## config.mk

```make
export PLATFORM = sky130hd
export DESIGN_NAME = alu_ctrl
export DESIGN_NICKNAME = d
export VERILOG_FILES = /design/src/rtl/alu_ctrl.sv
export SDC_FILE = /design/constraint.sdc
export NUM_CORES = 1
export LEC_CHECK = 0
export BUFFER_PORTS_ARGS = -buffer_cell sky130_fd_sc_hd__buf_4
export CORE_AREA = 2 2 39 41
export DETAILED_ROUTE_END_ITERATION = 10
export DIE_AREA = 0 0 41 43
export HOLD_SLACK_MARGIN = 0.15
export PLACE_DENSITY = 0.46
export REMOVE_ABC_BUFFERS = 1
export SYNTH_ARGS = -nofsm -noshare
export SYNTH_HDL_FRONTEND = slang
export SYNTH_SLANG_ARGS = --single-unit
```

## constraint.sdc

```tcl
create_clock -name clk -period 0.8 [get_ports clk]
set_input_delay 0.04 -clock clk [delete_from_list [all_inputs] [get_ports clk]]
set_output_delay 0.04 -clock clk [all_outputs]
set_load 0.03 [all_outputs]
```

## src/rtl/alu_ctrl.sv

```systemverilog
// rtl/alu_ctrl.sv - ALU control decoder: aluop/funct to ALU select, registered copy and sticky error.
// Optional feature macro: ALU_CTRL_EXT_EN (adds R-type nor -> 3 and sltu -> 5).
module alu_ctrl (
  input  logic       clk,
  input  logic       rst_n,
  input  logic [2:0] aluop,
  input  logic [5:0] funct,
  output logic [2:0] aluctrl,
  output logic       illegal,
  output logic [2:0] aluctrl_q,
  output logic       illegal_q,
  output logic       err_sticky
);

  localparam logic [2:0] SEL_AND = 3'd0;
  localparam logic [2:0] SEL_OR  = 3'd1;
  localparam logic [2:0] SEL_ADD = 3'd2;
  localparam logic [2:0] SEL_XOR = 3'd4;
  localparam logic [2:0] SEL_SUB = 3'd6;
  localparam logic [2:0] SEL_SLT = 3'd7;
`ifdef ALU_CTRL_EXT_EN
  localparam logic [2:0] SEL_NOR  = 3'd3;
  localparam logic [2:0] SEL_SLTU = 3'd5;
`endif

  // Unsupported encodings fall back to ADD so the datapath never sees an undefined select.
  always_comb begin
    aluctrl = SEL_ADD;
    illegal = 1'b0;
    case (aluop)
      3'b000: aluctrl = SEL_ADD;
      3'b001: aluctrl = SEL_SUB;
      3'b011: aluctrl = SEL_OR;
      3'b100: aluctrl = SEL_XOR;
      3'b010: begin
        case (funct)
          6'b100000: aluctrl = SEL_ADD;
          6'b100010: aluctrl = SEL_SUB;
          6'b100100: aluctrl = SEL_AND;
          6'b100101: aluctrl = SEL_OR;
          6'b100110: aluctrl = SEL_XOR;
          6'b101010: aluctrl = SEL_SLT;
`ifdef ALU_CTRL_EXT_EN
          6'b100111: aluctrl = SEL_NOR;
          6'b101011: aluctrl = SEL_SLTU;
`endif
          default: begin
            aluctrl = SEL_ADD;
            illegal = 1'b1;
          end
        endcase
      end
      default: begin
        aluctrl = SEL_ADD;
        illegal = 1'b1;
      end
    endcase
  end

  // err_sticky samples illegal_q, so it trails the combinational flag by two edges.
  always_ff @(posedge clk or negedge rst_n) begin
    if (!rst_n) begin
      aluctrl_q  <= 3'd0;
      illegal_q  <= 1'b0;
      err_sticky <= 1'b0;
    end else begin
      aluctrl_q  <= aluctrl;
      illegal_q  <= illegal;
      err_sticky <= err_sticky | illegal_q;
    end
  end

endmodule

```

* Word-level counts from Yosys, hierarchy flattened
Index checks and enable logic that the tools add are counted.
** Word-level totals
- Word-level logic and storage cells :: 21
- Flip-flop bits (word level) :: 5
- Output and inout bits :: 9
- Bits of input ports :: 11
** Operators by class
- Equality and inequality tests :: 10
- Bitwise logic cells :: 1
- Mux-type cells :: 4
- Reduce and logical (&&, ||, !) cells :: 3
** Operator list (count)
- $eq 6x6->1 const B :: 6
- $pmux 3 s5 :: 1
- $pmux 3 s4 :: 1
- $eq 3x2->1 const B :: 2
- $reduce_or 6->1 :: 1
- $reduce_or 4->1 :: 1
- $eq 3x1->1 const B :: 1
- $eq 3x3->1 const B :: 1
- $logic_not 3->1 :: 1
- $pmux 1 s2 :: 1
- $mux 1 :: 1
- $or 1x1->1 :: 1

* Depth between registers and ports, before layout
- Word-level depth :: 4
- Depth in mapped cells :: 4
- Gate-level depth less buffers :: 4

* Worst setup path after synthesis
OpenSTA, ideal clock, no wires.
- Path kind :: input to register
- Start :: in funct[5]
- End :: reg illegal_q
- Cell stages on the path :: 3
- Path buffers :: 0
- Required time :: 0.560 ns
- Setup slack :: -0.818 ns
- Arrival :: 1.378 ns
- Cell sequence :: nor3b_2 -> nor2b_1 -> o41ai_1
** On the way
- Cells in the longest elaborated chain, start to end :: 4
- Elaborated cells between the ends (all ways) :: 9
- Classes of those cells :: eq/ne (6); mux (2); reduce/logical (1)
** Ends and longest elaborated chain
- start, declared :: RTL line 7 : input logic [5:0] funct,
- $eq 6x6->1 :: RTL line 36 : case (funct)
- $reduce_or 6->1 (no line) *
- $mux 1 * :: RTL line 36
- $pmux 1 s2 * :: RTL line 30 : case (aluop)
- net illegal :: RTL line 9 : output logic illegal,
- end signal, assigned :: RTL line 68 : illegal_q <= illegal;
- end, declared :: RTL line 11 : output logic illegal_q,
Mark *: on every way through the listed nets, which the timed path passes. The rest lies on a longest branch.

* Worst setup path in the final report
- Start :: in aluop[0]
- End :: out aluctrl[2]
** On the way
- Cells in the longest elaborated chain, start to end :: 2
- Elaborated cells between the ends (all ways) :: 5
- Classes of those cells :: eq/ne (4); mux (1)
** Ends and longest elaborated chain
- start, declared :: RTL line 6 : input logic [2:0] aluop,
- $eq 3x2->1, or another cell as far along :: RTL line 30
- $pmux 3 s4 * :: RTL line 30
- end, declared :: RTL line 8 : output logic [2:0] aluctrl,
Mark *: on every way between the ends. The rest lies on a longest branch, timed or not.

==> flow_summary.json <==
{
  "outcome": "finished, violations left",
  "violations": "hold timing, setup timing",
  "yosys-top-cells-count": "dfrtp_1, a21oi_1, nor2_1, nor2b_1",
  "cts_buffer_depth": 2,
  "globalRouteOverflowTotal": 0,
  "grt_max_degree": 8,
  "hold_buffers": 2,
  "drt_pass1_iterations": 1,
  "die_area_um2": 1760,
  "fp.coreArea_um2": 1380,
  "cts_root_buf": "clkbuf_4",
  "yosys.area_share.simple_pct": 27.2,
  "synth_top_family_by_area": "simple AND/OR/NAND/NOR gates",
  "end_kind": "output port",
  "multi_input_area_um2": 211,
  "rsz0062_at_grt": "true",
  "syn_area_um2": 280,
  "crit_path_cell_trace": "buf_4, nor2_2, a2111oi_4, o31a_1, buf_6",
  "crit_fanout": 7,
  "synth_compound_area_share_pct": 23.2,
  "cts_tree": "yes",
  "post_cts_buffers": 0,
  "numCtsBuffers": 3,
  "num_io_pins": 20,
  "yosysMostFrequentCell": "dfrtp_1",
  "crit_required_ns": 0.76,
  "clk_latency_ns": 0.24,
  "final_nets": 65,
  "drv_slew": 0,
  "reg2reg_slack_ns": 0.06,
  "drv_cap": 0,
  "antenna_found_initial": 0,
  "muxShareOfSynthArea_pct": 0,
  "wl_per_cell_um": 11.8,
  "via_per_inst": 4.48,
  "combPwrFrac_pct": 33.5,
  "seqPwrFrac_pct": 32.7,
  "clock_power_share_pct": 33.8,
  "async_flop_share_pct": 100,
  "synth_top_area_share_pct": 44.6,
  "cts_sinks": 5,
  "rows": 14,
  "synth-seq-area-share_pct": 44.6,
  "worst_pin_slew_ns": 0.300,
  "grt.total_usage_pct": 9.85,
  "ys_warn_count": 0,
  "drc": 0,
  "cts.clk_slew.worst_paths_ns": 0.04,
  "die_y_um": 43,
  "fin_cells": 69,
  "ctsHtreeMaxLevel": 1,
  "synth_fa_ha_area_share_pct": 3.57,
  "finalCritPeriodShare_pct": 134,
  "leakage_nw": 0.254,
  "vias": 309,
  "synth_xor_area_share_pct": 0,
  "syn_avg_cell_area_um2": 10.8,
  "start_util_pct": 20.3,
  "finalPower_uw": 841,
  "yosysTopAreaCell": "dfrtp_1",
  "dp.cells": 65,
  "place.port_buffers": 19,
  "synthFlopType": "dfrtp_1",
  "ant_nets": 0,
  "grt_pass1_wl_um": 1190,
  "drtIter0Drc": 0,
  "p_sw_share_pct": 29.3,
  "yosys-top-cells-area": "dfrtp_1, a2111oi_2, nor2b_1, nor3b_2, nand4bb_1",
  "ys_types": 19,
  "regArea_um2": 125,
  "dp_hpwl_um": 628,
  "fin_ws_ns": -0.271,
  "whs_ns": -0.00821,
  "grt_pass1_vias": 315,
  "max_stage_delay_ns": 0.33,
  "num_antenna_cells": 0,
  "finalHoldViolCount": 1,
  "p_int_uw": 595,
  "fillers": 131,
  "path_class": "in2out",
  "min_path_type": "in2reg",
  "dieWidth_um": 41,
  "routabilityCongestion": 0.780,
  "min_period_ns": 1.07,
  "fin_tns_setup_ns": -0.807,
  "area_delta_synth_final_pct": 115,
  "synth-edff-count": 0,
  "switching_power_uw": 246,
  "postSynthCellCount": 26,
  "arrival_ns": 1.03,
  "cp_slowest_cell": "o31a_1",
  "peakVddDrop_v": 0.000472,
  "yosys_register_bits": 5,
  "max_freq_ghz": 0.934,
  "power.density_nw_per_um2": 1400,
  "clock_skew_ns": 0.0000338,
  "drive_gt1_share_pct": 69.8,
  "finalWirelength_um": 813,
  "setup_viol": 5,
  "maxSlewHeadroom_pct": 80.0,
  "cp-start-kind": "input pin"
}
## layer usage
metal	vias to the layer above	part of all wire, %	GRT usage [%]	routed length, um
li1	150	-	-	-
met1	143	38	10.3	309
met2	16	55	15.9	444
met3	0	7.3	1.57	59
met4	0	0	8.00	0
met5	-	0	0	0
## worst max-delay path, delay by kind of cell
family	cells	cell delay, ns
AOI/OAI and AO/OA	2	0.41
buffers and inverters	2	0.30
and+or+nand+nor	1	0.28
## power by group through the flow
stage | Combinational (mW) | Sequential, mW | Clock [mW]
global placement | 0.229 | 0.276 | 0
global route | 0.301 | 0.277 | 0.315
detailed placement | 0.231 | 0.276 | 0
finish | 0.282 | 0.275 | 0.284
CTS | 0.268 | 0.276 | 0.302
floorplan | 0.0712 | 0.306 | 0
## worst paths after layout
kind	from	endpoint	depth (start not counted)
setup / recovery	aluop[0]	aluctrl[2]	5
hold / removal	aluop[2]	aluctrl_q[1]$_DFF_PN0_	2
setup reg to reg	illegal_q$_DFF_PN0_	err_sticky$_DFF_PN0_	1
hold reg to reg	illegal_q$_DFF_PN0_	err_sticky$_DFF_PN0_	1
max in group asynchronous	rst_n	err_sticky$_DFF_PN0_	2
min in group asynchronous	rst_n	aluctrl_q[0]$_DFF_PN0_	2
## layout by cell type, fill, tap and decap left out, types with 2 or more instances in the layout
master / Yosys / routed
a21oi_2: 0 / 2
buf_4: 0 / 11
dfrtp_1: 5 / 5
clkbuf_4: 0 / 3
buf_6: 0 / 11
nor2_2: 1 / 2
## flip-flops by register name, indices dropped and copies added, names as in the netlist
register    flops
err_sticky      1
aluctrl_q       3
illegal_q       1
## final cells by class
cell class	count	area share (%)
repair buffers	23	35.9
well taps	16	3.32
multi-input cells	20	35.1
inverters	1	0.622
flip-flops and latches	5	20.7
clock buffers	4	4.36
## through the flow
step | worst slack [ns] | area, um2 | utilization, %
floorplan | -0.818 | 280 | -
global placement | -0.284 | 473 | 34.2
detailed placement | -0.286 | 473 | 34.2
CTS | -0.232 | 574 | 41.5
global route | -0.367 | 603 | 43.6
finish | -0.271 | 603 | 43.6
## timing repair
item | 4_1_cts | 5_1_grt
gates resized for setup | 15 | 8
setup endpoints to repair | 9 | 15
hold endpoints to repair | 9 | 4
pin swaps | 6 | 3
## cells by family (layout without fill, tap and decap cells)
family / count (synthesis) / after routing
flops: 5 / 5
compound gates: 8 / 8
simple gates: 11 / 11
fa+ha+maj: 1 / 1
buf+inv: 1 / 28
Power figures use the tool's default switching activity.
